**config.mk**
```make
export PLATFORM = sky130hd
export DESIGN_NAME = s7_stoper_ctrl
export DESIGN_NICKNAME = d
export VERILOG_FILES = /design/src/rtl/s7_stoper_ctrl_pkg.sv /design/src/rtl/s7_debounce.sv /design/src/rtl/s7_stoper_ctrl.sv
export SDC_FILE = /design/constraint.sdc
export NUM_CORES = 1
export LEC_CHECK = 0
export CAP_MARGIN = 20
export CORE_MARGIN = 5
export CORE_UTILIZATION = 29
export CTS_CLUSTER_SIZE = 30
export DETAILED_ROUTE_END_ITERATION = 10
export GPL_TIMING_DRIVEN = 0
export PLACE_DENSITY = 0.54
export SYNTH_ARGS = -nofsm -noshare
export SYNTH_HDL_FRONTEND = slang
export SYNTH_SLANG_ARGS = --single-unit
```
**constraint.sdc**
```tcl
create_clock -name i_clk -period 1.3 [get_ports i_clk]
set_clock_uncertainty 0.05 [all_clocks]
set_input_delay 0.13 -clock i_clk [delete_from_list [all_inputs] [get_ports i_clk]]
set_output_delay 0.13 -clock i_clk [all_outputs]
set_load 0.01 [all_outputs]
```
**src/rtl/s7_stoper_ctrl_pkg.sv**
```systemverilog
// Shared definitions for the stopwatch run-control sequencer: state
// encodings, default timing constants and a small output-decode helper.
package s7_stoper_ctrl_pkg;

  // 1 cycle = 1 ms at the 1 kHz stopwatch clock
  localparam int DEF_DEBOUNCE_CYCLES = 20;   // 20 ms of stable level
  localparam int DEF_BLINK_HALF      = 250;  // 250 ms half-period, 2 Hz blink

  typedef enum logic [1:0] {
    S_IDLE  = 2'd0,
    S_RUN   = 2'd1,
    S_PAUSE = 2'd2,
    S_LAP   = 2'd3
  } state_e;

  // The counter keeps running while a lap is frozen on the display
  function automatic logic counts_up(input state_e s);
    return (s == S_RUN) || (s == S_LAP);
  endfunction

endpackage

```
**src/rtl/s7_debounce.sv**
```systemverilog
// Button conditioner: 2-flop synchroniser, stable-level debounce and a
// one-cycle pulse on the accepted press (0->1) edge. Releases are silent.
module s7_debounce #(
  parameter int DEBOUNCE_CYCLES = 20
) (
  input  logic i_clk,
  input  logic i_rst,
  input  logic i_btn,
  output logic o_press
);

  localparam int CW = $clog2(DEBOUNCE_CYCLES + 1);
  localparam logic [CW-1:0] CNT_LAST = CW'(DEBOUNCE_CYCLES - 1);

  logic [1:0]    sync_q;
  logic [CW-1:0] cnt_q, cnt_d;
  logic          level_q, level_d;
  logic          level_dly_q;
  logic          press_q;

  // Count consecutive samples that disagree with the accepted level; the
  // sample that would make the count DEBOUNCE_CYCLES flips the level instead.
  always_comb begin
    cnt_d   = '0;
    level_d = level_q;
    if (sync_q[1] != level_q) begin
      if (cnt_q == CNT_LAST) begin
        level_d = ~level_q;
      end else begin
        cnt_d = cnt_q + 1'b1;
      end
    end
  end

  // Synchroniser, debounce state and registered press-edge pulse
  always_ff @(posedge i_clk) begin
    if (i_rst) begin
      sync_q      <= '0;
      cnt_q       <= '0;
      level_q     <= 1'b0;
      level_dly_q <= 1'b0;
      press_q     <= 1'b0;
    end else begin
      sync_q      <= {sync_q[0], i_btn};
      cnt_q       <= cnt_d;
      level_q     <= level_d;
      level_dly_q <= level_q;
      press_q     <= level_q & ~level_dly_q;
    end
  end

  assign o_press = press_q;

endmodule

```
**src/rtl/s7_stoper_ctrl.sv**
```systemverilog
// Stopwatch run-control sequencer: debounced start/stop, lap and clear
// buttons drive an IDLE/RUN/PAUSE/LAP machine with registered control
// outputs and a 2 Hz display blink while paused.
module s7_stoper_ctrl
  import s7_stoper_ctrl_pkg::*;
#(
  parameter int DEBOUNCE_CYCLES = DEF_DEBOUNCE_CYCLES,
  parameter int BLINK_HALF      = DEF_BLINK_HALF
) (
  input  logic       i_clk,
  input  logic       i_rst,
  input  logic       i_start_stop,
  input  logic       i_lap,
  input  logic       i_clear,
  output logic       o_cnt_en,
  output logic       o_cnt_clr,
  output logic       o_lap_latch,
  output logic       o_lap_hold,
  output logic       o_blank,
  output logic [1:0] o_state
);

  localparam int BW = (BLINK_HALF > 1) ? $clog2(BLINK_HALF) : 1;
  localparam logic [BW-1:0] BLINK_LAST = BW'(BLINK_HALF - 1);

  logic [2:0] btn_raw;
  logic [2:0] press;
  logic       sp, lp, cp;

  state_e        state_q, state_d;
  logic [BW-1:0] blink_cnt_q, blink_cnt_d;
  logic          blank_q, blank_d;
  logic          clr_q, clr_d;
  logic          latch_q, latch_d;
  logic          cnt_en_q, lap_hold_q;

  // Bit order: 0 = start/stop, 1 = lap, 2 = clear
  assign btn_raw = {i_clear, i_lap, i_start_stop};

  genvar gi;
  generate
    for (gi = 0; gi < 3; gi++) begin : g_btn
      s7_debounce #(
        .DEBOUNCE_CYCLES(DEBOUNCE_CYCLES)
      ) u_debounce (
        .i_clk  (i_clk),
        .i_rst  (i_rst),
        .i_btn  (btn_raw[gi]),
        .o_press(press[gi])
      );
    end
  endgenerate

  assign sp = press[0];
  assign lp = press[1];
  assign cp = press[2];

  // Next state and pulses; within each state the first acting press in
  // clear > start/stop > lap order wins and the others are dropped.
  always_comb begin
    state_d = state_q;
    clr_d   = 1'b0;
    latch_d = 1'b0;
    unique case (state_q)
      S_IDLE: begin
        if (cp)      clr_d   = 1'b1;
        else if (sp) state_d = S_RUN;
      end
      S_RUN: begin
        if (sp) begin
          state_d = S_PAUSE;
        end else if (lp) begin
          state_d = S_LAP;
          latch_d = 1'b1;
        end
      end
      S_LAP: begin
        if (sp)      state_d = S_PAUSE;
        else if (lp) state_d = S_RUN;
      end
      S_PAUSE: begin
        if (cp) begin
          state_d = S_IDLE;
          clr_d   = 1'b1;
        end else if (sp) begin
          state_d = S_RUN;
        end
      end
    endcase
  end

  // Blink runs only while staying in PAUSE; entering or leaving restarts it dark
  always_comb begin
    blink_cnt_d = '0;
    blank_d     = 1'b0;
    if (state_q == S_PAUSE && state_d == S_PAUSE) begin
      if (blink_cnt_q == BLINK_LAST) begin
        blank_d = ~blank_q;
      end else begin
        blink_cnt_d = blink_cnt_q + 1'b1;
        blank_d     = blank_q;
      end
    end
  end

  // State register with all outputs registered from the next state
  always_ff @(posedge i_clk) begin
    if (i_rst) begin
      state_q     <= S_IDLE;
      blink_cnt_q <= '0;
      blank_q     <= 1'b0;
      clr_q       <= 1'b0;
      latch_q     <= 1'b0;
      cnt_en_q    <= 1'b0;
      lap_hold_q  <= 1'b0;
    end else begin
      state_q     <= state_d;
      blink_cnt_q <= blink_cnt_d;
      blank_q     <= blank_d;
      clr_q       <= clr_d;
      latch_q     <= latch_d;
      cnt_en_q    <= counts_up(state_d);
      lap_hold_q  <= (state_d == S_LAP);
    end
  end

  assign o_cnt_en    = cnt_en_q;
  assign o_cnt_clr   = clr_q;
  assign o_lap_latch = latch_q;
  assign o_lap_hold  = lap_hold_q;
  assign o_blank     = blank_q;
  assign o_state     = state_q;

endmodule

```
==> reports/results.ini <==
[route]
ant_nets = 0
wl_per_cell_um = 10.5
drtIter0Drc = 40
drt-total-wl_mm = 2.88
routed_via_density = 4.41
dr.pass1.iters = 2
vias = 1203
drc = 0

[floorplan]
dieHeight_um = 87.3
die_x_um = 87.3
dieArea_um2 = 7620
start_util_pct = 29.6
rows = 28
core_area_um2 = 5850
io_pins = 12

[worst_hold_path]
min-delay-start = i_rst
hold_path_depth = 2
min_path_type = in -> reg
hold_end = g_btn[2].u_debounce.sync_q[1]

[finish]
syn_to_final_growth_pct = 24.7
drive_gt1_share_pct = 20.2
diodes = 0
final_util_pct = 36.9
final_common_cell = dfxtp_1
n_fill_cell = 583
final_cell_area_um2 = 2160
final_cell_mix = 34 x dfxtp_1, 20 x nor2_1, 18 x nor2b_1, 10 x o21ai_0, 8 x dfxtp_2
nets = 208

[global_route]
grt_overflow_total = 0
grt_pass1_vias = 1180
grt_start_max_net_pins = 13
antenna_found_initial = 0
grt_pass1_wl_mm = 5.11
grt.total_usage_pct = 8.64

[critical_path]
rr_worst_depth = 4
crit_path_start_kind = register
cp_max_fo = 4
critPathArrivalTime_ns = 1.48
cp-end-kind = register
reg2reg_to = g_btn[1].u_debounce.cnt_q[1]
critPathKind = reg -> reg
rrSetupSlack_ns = -0.006
reg2reg_from = g_btn[1].u_debounce.cnt_q[0]
critPathRequiredTime_ns = 1.47
crit_path_start = g_btn[1].u_debounce.cnt_q[0]

[clock_network]
htree_num_levels = 2
ctsHoldBuffers = 0
clockRootBuffer = clkbuf_8
insertion_delay_ns = 0.28
clk_pin_slew_ns = 0.07
cts_made_buffers = 5
clock_sinks = 45
clock_path_buffers = 2
cts_tree = done

[sta]
fin_crit_ns = 1.31
rsz0062_at_grt = true
worst_pin_slew_ns = 0.469
setup_slack_ns = -0.00587
slew_headroom_pct = 68.7
drv_slew = 0
finalCritPeriodShare_pct = 100
max_freq_ghz = 0.766
finalSetupViolCount = 2
hold_viol_final = 0
hold-worst-slack_ns = 0.188

[placed_design]
dp_slack_ns = -0.0922
gp_congestion = 0.682
port_buffers = 10
dpl_cell_area_um2 = 1930
hpwl_mm = 2.07

[pwr]
p_per_area_nw_per_um2 = 1050
ir_drop_uv = 565
power_w = 0.00227
leakage_nw = 0.802

[synthesis]
synth_cells = 176
syn_area_per_cell_um2 = 9.84
ys_warn_count = 0
ys_ff_latch = 45
synth_cell_types = 31
synth_area_um2 = 1730
syn_nets = 186
synth_seq_area_share_pct = 52.0

[outcome]
violations = negative setup slack
status = finished, violations left

[flow_run]
drv_cap = 0

-- registers in the layout, summed over array words and instances, names as in the netlist --
signal,flops
g_btn.u_debounce.cnt_q,15
blink_cnt_q,8
g_btn.u_debounce.sync_q,6
g_btn.u_debounce.level_dly_q,3
g_btn.u_debounce.level_q,3
g_btn.u_debounce.o_press,3
o_state,2
o_blank,1
o_cnt_clr,1
o_cnt_en,1
o_lap_hold,1
o_lap_latch,1
-- routing by layer --
layer,wire (um),GRT usage (%),up-vias
met3,93,2.55,5
met4,41,3.77,0
met2,1430,14.6,10
met5,0,0,-
met1,1310,10.1,559
li1,-,-,629
-- per-stage QoR --
stage	TNS, ns	std cells
after floorplan	0	176
after global placement	-0.549	261
after detailed placement	-0.731	261
after CTS	-0.117	273
after global routing	-0.720	273
final	-0.00720	273
-- cell families after synthesis --
group | Yosys count | share of synthesized area, %
flip-flops | 45 | 52.0
AND/OR/NAND/NOR | 76 | 25.5
adder cells (fa/ha/maj) | 5 | 3.61
AO/OA/AOI/OAI | 22 | 7.59
XOR/XNOR | 13 | 6.58
multiplexers | 4 | 2.31
buffers and inverters | 11 | 2.38
-- critical path: stages, from the launching register on --
cell	delay, ns
dfxtp_4	0.36
ha_4	0.15
and4bb_1	0.19
or3b_4	0.41
nor2_1	0.09
-- area by class of cell --
type                       count  area, um^2  area share (%)
inverter                       9        33.8            1.56
buffer                         2        7.51           0.348
sequential                    45         922            42.7
clock buffer                   7        86.3            4.00
tap                           75        93.8            4.35
timing repair buffer          15         129            5.97
multi-input combinational    120         887            41.1
-- where the power goes --
| part | internal [W] | switching (W) | leakage (nW) |
|---|---|---|---|
| combinational | 0.0000229 | 0.0000247 | 0.388 |
| sequential | 0.00138 | 0.00000658 | 0.370 |
| clock | 0.000421 | 0.000414 | 0.0443 |
| total | 0.00183 | 0.000445 | 0.802 |
-- timing repair --
item                                    in CTS  in global routing
buffers inserted                             5                  0
endpoints found under the setup margin      25                 22
gates resized for setup                     23                 14
pin swaps                                    7                  5
-- worst max-delay path by stage --
stage	end	slack [ns]	depth (start not counted)
CTS	g_btn[1].u_debounce.cnt_q[0]	-0.04	4
global placement	g_btn[1].u_debounce.cnt_q[3]	-0.07	4
floorplan	g_btn[1].u_debounce.cnt_q[2]	0.01	4
global route	g_btn[2].u_debounce.cnt_q[2]	-0.05	4
finish	g_btn[1].u_debounce.cnt_q[1]	-0.006	4
detailed placement	g_btn[1].u_debounce.cnt_q[2]	-0.09	4
-- synthesized netlist by cell type (all sizes together) --
library cell	count	area share, %
a211oi	1	0.43
a21oi	6	1.7
a31oi	2	0.72
and2b	2	0.87
and3	2	0.72
and3b	3	1.5
and4bb	3	2.2
clkbuf	2	0.43
dfxtp	45	52
ha	5	3.6
inv	9	2.0
mux2i	4	2.3
nand2	6	1.3
nand2b	1	0.36
nand3	6	1.7
nand3b	2	0.87
nand4	1	0.72
nor2	24	5.2
nor2b	18	6.5
nor3	1	0.29
nor3b	2	0.87
o2111ai	1	0.87
o21ai	10	2.9
o21bai	1	0.43
o311ai	1	0.51
or3	3	1.1
or3b	2	1.3
xnor2	7	3.5
xor2	6	3.0
Power figures use the tool's default switching activity.
